[config.mk]
export PLATFORM = sky130hd
export DESIGN_NAME = i4_mode_sched
export DESIGN_NICKNAME = d
export VERILOG_FILES = /design/src/rtl/i4_mode_sched_pkg.sv /design/src/rtl/i4_mode_sched.sv
export SDC_FILE = /design/constraint.sdc
export NUM_CORES = 1
export LEC_CHECK = 0
export CORE_AREA = 2 2 106 108
export DETAILED_ROUTE_END_ITERATION = 8
export DIE_AREA = 0 0 108 110
export DONT_BUFFER_PORTS = 1
export PLACE_DENSITY = 0.71
export SLEW_MARGIN = 20
export SYNTH_ARGS = -nofsm -noshare
export SYNTH_HDL_FRONTEND = slang
export SYNTH_SLANG_ARGS = --single-unit
[constraint.sdc]
create_clock -name clk -period 2.3 [get_ports clk]
set_clock_uncertainty 0.1 [all_clocks]
set_input_delay 0.46 -clock clk [delete_from_list [all_inputs] [get_ports clk]]
set_output_delay 0.46 -clock clk [all_outputs]
set_load 0.02 [all_outputs]
[src/rtl/i4_mode_sched_pkg.sv]
// Shared types and constants for the intra-4x4 mode-decision sequencer.
package i4_mode_sched_pkg;

  // Sequencer states; the encoding is also exported on the debug port.
  typedef enum logic [2:0] {
    S_IDLE      = 3'd0,
    S_ISSUE     = 3'd1,
    S_WAIT_COST = 3'd2,
    S_REC_REQ   = 3'd3,
    S_REC_WAIT  = 3'd4,
    S_FINISH    = 3'd5
  } state_t;

  // Intra-4x4 luma prediction modes in evaluation order.
  localparam logic [3:0] I4_DC = 4'd0;
  localparam logic [3:0] I4_TM = 4'd1;
  localparam logic [3:0] I4_VE = 4'd2;
  localparam logic [3:0] I4_HE = 4'd3;
  localparam logic [3:0] I4_LD = 4'd4;
  localparam logic [3:0] I4_RD = 4'd5;
  localparam logic [3:0] I4_VR = 4'd6;
  localparam logic [3:0] I4_VL = 4'd7;
  localparam logic [3:0] I4_HD = 4'd8;
  localparam logic [3:0] I4_HU = 4'd9;

  // Sub-blocks per 16x16 macroblock.
  localparam int I4_BLOCKS = 16;

endpackage

[src/rtl/i4_mode_sched.sv]
// Intra-4x4 mode-decision sequencer for one macroblock: walks the sixteen
// sub-blocks, issues every candidate mode to the cost evaluator, keeps the
// cheapest, requests reconstruction and strobes the neighbour buffer.
//
// Handshakes: a request transfers on the rising edge where valid and ready
// are both high; valid never depends on ready, and the payload (mode,
// rec_mode, i4) is held constant while valid is high and ready is low.
// cost_valid and rec_done are single-cycle responses accepted only in the
// state that waits for them.
module i4_mode_sched
  import i4_mode_sched_pkg::*;
#(
  parameter int NUM_MODES = 10,
  parameter int COST_W    = 32
) (
  input  logic              clk,
  input  logic              rst_n,
  input  logic              start,
  input  logic              abort,
  output logic              busy,
  output logic              done,
  output logic [4:0]        i4,
  output logic              load,
  output logic              mode_valid,
  input  logic              mode_ready,
  output logic [3:0]        mode,
  input  logic              cost_valid,
  input  logic [COST_W-1:0] cost,
  output logic              rec_valid,
  input  logic              rec_ready,
  output logic [3:0]        rec_mode,
  input  logic              rec_done,
  output logic [63:0]       mode_map,
  output state_t            dbg_state
);

  localparam logic [3:0] LAST_MODE = 4'(NUM_MODES - 1);
  localparam logic [4:0] LAST_I4   = 5'(I4_BLOCKS - 1);

  state_t              state_q, state_d;
  logic [4:0]          i4_q, i4_d;
  logic [3:0]          mode_q, mode_d;
  logic [COST_W-1:0]   best_cost_q, best_cost_d;
  logic [3:0]          best_mode_q, best_mode_d;
  logic [63:0]         map_q, map_d;

  // State and datapath registers; async reset clears everything.
  always_ff @(posedge clk or negedge rst_n) begin
    if (!rst_n) begin
      state_q     <= S_IDLE;
      i4_q        <= '0;
      mode_q      <= '0;
      best_cost_q <= '0;
      best_mode_q <= '0;
      map_q       <= '0;
    end else begin
      state_q     <= state_d;
      i4_q        <= i4_d;
      mode_q      <= mode_d;
      best_cost_q <= best_cost_d;
      best_mode_q <= best_mode_d;
      map_q       <= map_d;
    end
  end

  // Next-state logic, min-cost tracking and mode-map update.
  always_comb begin
    state_d     = state_q;
    i4_d        = i4_q;
    mode_d      = mode_q;
    best_cost_d = best_cost_q;
    best_mode_d = best_mode_q;
    map_d       = map_q;

    unique case (state_q)
      S_IDLE: begin
        if (start) begin
          i4_d        = '0;
          mode_d      = I4_DC;
          best_cost_d = '0;
          best_mode_d = I4_DC;
          map_d       = '0;
          state_d     = S_ISSUE;
        end
      end
      S_ISSUE: begin
        if (mode_ready) state_d = S_WAIT_COST;
      end
      S_WAIT_COST: begin
        if (cost_valid) begin
          // The first candidate seeds the tracker; later ones must be
          // strictly cheaper, so ties stay with the lower mode index.
          if (mode_q == I4_DC || cost < best_cost_q) begin
            best_cost_d = cost;
            best_mode_d = mode_q;
          end
          if (mode_q == LAST_MODE) begin
            state_d = S_REC_REQ;
          end else begin
            mode_d  = mode_q + 4'd1;
            state_d = S_ISSUE;
          end
        end
      end
      S_REC_REQ: begin
        if (rec_ready) begin
          map_d[{i4_q[3:0], 2'b00} +: 4] = best_mode_q;
          state_d = S_REC_WAIT;
        end
      end
      S_REC_WAIT: begin
        if (rec_done) begin
          if (i4_q == LAST_I4) begin
            state_d = S_FINISH;
          end else begin
            i4_d    = i4_q + 5'd1;
            mode_d  = I4_DC;
            state_d = S_ISSUE;
          end
        end
      end
      S_FINISH: begin
        state_d = S_IDLE;
      end
      default: begin
        state_d = S_IDLE;
      end
    endcase

    // Abort wins over any transition; partial results are left in place.
    if (abort) begin
      state_d     = S_IDLE;
      i4_d        = i4_q;
      mode_d      = mode_q;
      best_cost_d = best_cost_q;
      best_mode_d = best_mode_q;
      map_d       = map_q;
    end
  end

  assign busy       = (state_q != S_IDLE);
  assign done       = (state_q == S_FINISH) & ~abort;
  assign load       = (state_q == S_REC_WAIT) & rec_done & ~abort;
  assign mode_valid = (state_q == S_ISSUE);
  assign rec_valid  = (state_q == S_REC_REQ);
  assign mode       = mode_q;
  assign rec_mode   = best_mode_q;
  assign i4         = i4_q;
  assign mode_map   = map_q;
  assign dbg_state  = state_q;

endmodule

After elaboration in Yosys (flattened, before gate mapping). Cells that the tools add are included.

Register bits after elaboration: 112. Bits of input ports: 40. Output and inout bits: 85. Logic and storage cells: 78.

$add $sub $neg: 3. Order comparisons: 1. Eq/ne operators: 19. Shift operators: 2. Muxes and demuxes: 30. Bitwise gates (word level): 4. Reduce and logical (&&, ||, !) cells: 13.

Operators by type and width (count): 64-bit 2-to-1 mux (2); 64-bit case mux with 2 select lines (1); 32-bit 2-to-1 mux (3); 64-bit bitwise mux (1); 32-bit case mux with 2 select lines (1); 4-bit by 8-bit variable shift with 64-bit output (first input constant) (1); 4-bit by 8-bit indexed part select with 64-bit output (1); 32-bit less-than comparator (1); 4-bit 2-to-1 mux (7); 3-bit 2-to-1 mux (7); 5-bit 2-to-1 mux (3); 3-bit case mux with 5 select lines (1); 5-bit AND reduction (3); 2-bit inequality test (second input constant) (6); 4-bit case mux with 3 select lines (1); 5-bit case mux with 2 select lines (1); 3-bit inequality test (second input constant) (3); 6-bit negation with 8-bit output (1); 4-bit case mux with 2 select lines (1); 7-bit AND reduction (1); 3-bit by 2-bit equality test with 1-bit output (second input constant) (2); 3-bit equality test (second input constant) (2); 3-bit by 2-bit inequality test with 1-bit output (second input constant) (2); 2-bit nonzero test (3); 14 further kinds (17).

Logic depth before layout (Yosys ltp).
Depth in word-level cells: 5. Mapped depth: 10. Mapped depth without buffers: 9.

Least setup slack after synthesis. OpenSTA, ideal clock, no wires.

Path kind: flip-flop to flip-flop. Start point: register i4_q[0] (netlist: i4[0]). End point: register map_q[20] (netlist: mode_map[20]). Setup time: 0.080 ns. Arrival time: 2.176 ns. Required time: 2.120 ns. Setup slack: -0.055 ns. Stages on the path, launching flop included: 10. Buffers on the path: 1. Clock period less this slack: 2.355 ns. Cells stage by stage: dfrtp_1 -> clkbuf_1 -> inv_1 -> ha_1 -> nor2b_1 -> and4_1 -> o21ai_0 -> nand2_1 -> nand2_1 -> o2bb2ai_1.

Cells in the longest elaborated chain, start to end: 5. Elaborated cells between the ends (all ways): 6. Those cells by class: add/sub (1); shift (2); mux (3).

Ends and longest elaborated chain: from (decl) (line i4_mode_sched.sv:41) `logic [4:0] i4_q, i4_d;`; from (signal assigned) (line i4_mode_sched.sv:58) `i4_q <= i4_d;`; 6-bit negation with 8-bit output * (line i4_mode_sched.sv:107) `map_d[{i4_q[3:0], 2'b00} +: 4] = best_mode_q;`; 4-bit by 8-bit indexed part select with 64-bit output / 4-bit by 8-bit variable shift with 64-bit output (equally long branches) (line i4_mode_sched.sv:107); 64-bit bitwise mux * (line i4_mode_sched.sv:107); 64-bit 2-to-1 mux * (line i4_mode_sched.sv:106) `if (rec_ready) begin`; 64-bit case mux with 2 select lines * (line i4_mode_sched.sv:75) `unique case (state_q)`; to (signal assigned) (line i4_mode_sched.sv:62) `map_q <= map_d;`; to (decl) (line i4_mode_sched.sv:45) `logic [63:0] map_q, map_d;`.

Mark *: on every way between the ends. The rest lies on a longest branch, timed or not. The select of a mux whose other input is x is not followed. A chain may end at the register's enable or synchronous reset.

Worst setup path after layout.
Start point: register best_cost_q[27]. End point: register best_cost_q[9].

Cells in the longest elaborated chain, start to end: 4.

Ends and longest elaborated chain: from (decl) (line i4_mode_sched.sv:43) `logic [COST_W-1:0] best_cost_q, best_cost_d;`; from (signal assigned) (line i4_mode_sched.sv:60) `best_cost_q <= best_cost_d;`; 32-bit less-than comparator (line i4_mode_sched.sv:93) `if (mode_q == I4_DC || cost < best_cost_q) begin`; 1-bit logical OR (line i4_mode_sched.sv:93); 2-bit inequality test (no source line); 5-bit AND reduction (no source line).

No other way between the ends.

==> flow_summary.toml <==
[outcome]
outcome = "finished with violations"
violations = "hold timing"

[logic_synthesis]
synth_compound_area_frac = 0.1571
yosys.area_share.adder = 0.08416
yosys_warnings = 0
ys_seq_elements = 112
synth.cell_area_um2 = 5798
synth-edff-count = 0
yosysSeqAreaShare = 0.4834
syn_area_per_cell_um2 = 9.894
synth-async-reset-ratio = 1.000
synthXorXnorAreaFrac = 0.006042
netlist_instances = 586
syn-num-nets = 665
synth-simple-area-share = 0.1385
yosys.cell_types.count = 53
synthMuxAreaShare = 0.06776
synth_top_family_by_area = "compound AO/OA/AOI/OAI gates"
synth_ff_type = "dfrtp_1"

[sta]
timing.final.crit_share = 0.9856
setup-tns-final_ns = 0
worst-slew-pin-transition_ns = 0.4854
report.final.slew_viol_count = 0
worst_hold_slack_ns = -0.3512
setup_violations = 0
slew_headroom = 0.6764
max_freq_mhz = 441.1
rsz0062_at_grt = "yes"
fin_ws_ns = 0.03316
report.final.hold_viol_count = 112
period_needed_ns = 2.267

[setup_path]
reg2reg_to = "best_cost_q[9]"
rr_worst_depth = 11
reg2reg_slack_ns = 0.03
start_kind = "flip-flop"
crit_path_end_kind = "flip-flop"
crit_fanout = 6
cp.required_ns = 2.51
arrival_ns = 2.47
r2r-start = "best_cost_q[27]"
worstSetupPathType = "flip-flop to flip-flop"

[route]
firstDrtPassIters = 4
drc = 0
post_drt_wl_per_cell_um = 18.81
num_vias = 4464
antenna_left = 0
drt-initial-drc-count = 188
post_drt_via_cell_ratio = 5.858
wl_um = 14330

[clock_network]
numCtsBuffers = 9
cts_sinks = 112
clockBufferDepth = 2
cts_tree = "built"
h-tree-depth = 3
insertion_delay_ns = 0.39
clk_pin_slew_ns = 0.11
cts-root-buf = "clkbuf_8"

[grt]
track_usage = 0.2383
use_met2 = 0.4057
grt_first_pass_wirelength_um = 22020
grt_max_degree = 113
met1_usage = 0.2901
use_met3 = 0.06349
grt-ovfl-total = 0
grt_pass1_vias = 4441
antenna_found_initial = 0
top_usage_layer = "met2"

[cells_and_area]
mostFrequentLayoutCell = "dfrtp_1"
drive_gt1_frac = 0.1511
layout_common_cells = "dfrtp_1 (112), nand2_1 (110), inv_1 (51)"
n_fill_cell = 894
stdcell_area_um2 = 6564
areaGrowthSynthToFinish_pct = 13.21
fin_nets = 696
multi_input_area_um2 = 2813
area.sequential_um2 = 2803
n_antenna_cell = 0

[pwr]
pwr_density_cell_nw_per_um2 = 547.3
p_leak_nw = 2.775
power_mw = 3.592
peakVddDrop_mv = 0.3249

[floorplanning]
core_um2 = 10700
dieWidth_um = 108
dieArea_um2 = 11880
rows = 38
initial_core_util = 0.5420
io_pins = 125
die_h_um = 110

[placement]
dpl_worst_slack_ns = -0.07347
dp_hpwl_um = 10300
io_buffers = 0
routabilityCongestion = 0.8411
dpl_cell_area_um2 = 6165

[job]
drv_cap = 0

[min_path]
min_path_type = "input pin to async pin"
[flip-flops by register name, indices dropped and copies added, names as in the netlist]
signal and flops:
mode 4, dbg_state 3, rec_mode 4, best_cost_q 32
i4 5, mode_map 64
[Yosys cell counts, drive strengths merged (4+ instances only)]
library cell / count / area share
a211o: 4 / 0.0060
o22ai: 9 / 0.0097
a21oi: 23 / 0.021
nand2: 112 / 0.073
o2bb2ai: 28 / 0.042
inv: 58 / 0.038
nor2b: 5 / 0.0054
nor2: 16 / 0.011
a21o: 4 / 0.0052
nand4: 6 / 0.0065
a32o: 4 / 0.0069
nand3: 11 / 0.0095
xor2: 4 / 0.0060
ha: 39 / 0.084
o21ai: 50 / 0.043
clkbuf: 8 / 0.0052
a31oi: 5 / 0.0054
dfrtp: 112 / 0.48
or3: 4 / 0.0043
mux2i: 37 / 0.064
nor3: 4 / 0.0043
buf: 12 / 0.020
[how the worst max path moves through the flow]
stage                               start         endpoint  slack, ns  cells past startpoint
after detailed placement          cost[2]  best_cost_q[26]      -0.07                      9
after global routing      best_cost_q[27]  best_cost_q[17]      -0.06                     11
after CTS                    dbg_state[0]             load       0.02                      6
after floorplan                     i4[3]          mode[3]       0.03                     10
final                     best_cost_q[27]   best_cost_q[9]       0.03                     11
after global placement           cost[30]      rec_mode[2]      -0.02                      8
[through the flow]
step / util / instances
floorplan: - / 586
global placement: 0.5763 / 743
detailed placement: 0.5763 / 743
CTS: 0.5965 / 762
global route: 0.6136 / 762
finish: 0.6136 / 762
[kinds of logic (layout without fill, tap and decap cells)]
logic type                 count (synthesis)  count (layout)
AOI/OAI and AO/OA                        139             139
adders and majority gates                 39              39
and+or+nand+nor                          176             176
muxes                                     38              38
buffers and inverters                     78             114
DFF                                      112             112
xor gates and xnor gates                   4               4
[report_power, final]
part | total [mW] | internal [mW] | leakage (nW) | switching [mW]
clock network | 1.10 | 0.403 | 0.0820 | 0.696
logic | 0.478 | 0.211 | 1.13 | 0.267
registers | 2.02 | 2.00 | 1.56 | 0.0133
total | 3.59 | 2.62 | 2.77 | 0.976
[final cells by class]
cell class,instances,share of cell area
clock inverter,7,0.008769
tap,140,0.02669
clock buffer,9,0.01887
sequential,112,0.4270
inverter,58,0.03393
multi-input combinational,396,0.4285
timing repair buffer,40,0.05623
[worst max-delay path, cell delays in order, from the launching register on]
cell	delay, ns
dfrtp_1	0.38
inv_1	0.11
ha_4	0.21
buf_4	0.13
a21oi_1	0.17
o21ai_0	0.16
nand2b_1	0.15
a31oi_4	0.10
a21oi_4	0.18
buf_6	0.15
clkbuf_16	0.15
mux2i_1	0.18
[layer usage]
layer,share of wire,vias up,wire (um)
met2,0.50,126,7198
met5,0,-,0
met4,0.023,0,330
met1,0.40,2202,5784
li1,-,2106,-
met3,0.071,30,1021
[what timing repair did]
action                     in CTS  in global routing
gates resized for setup         3                 38
pin swaps                       1                 14
setup buffers                   3                  2
hold endpoints to repair      112                112
setup endpoints to repair       6                 63
cloned                          0                  1
(Power assumes the default switching activity.)
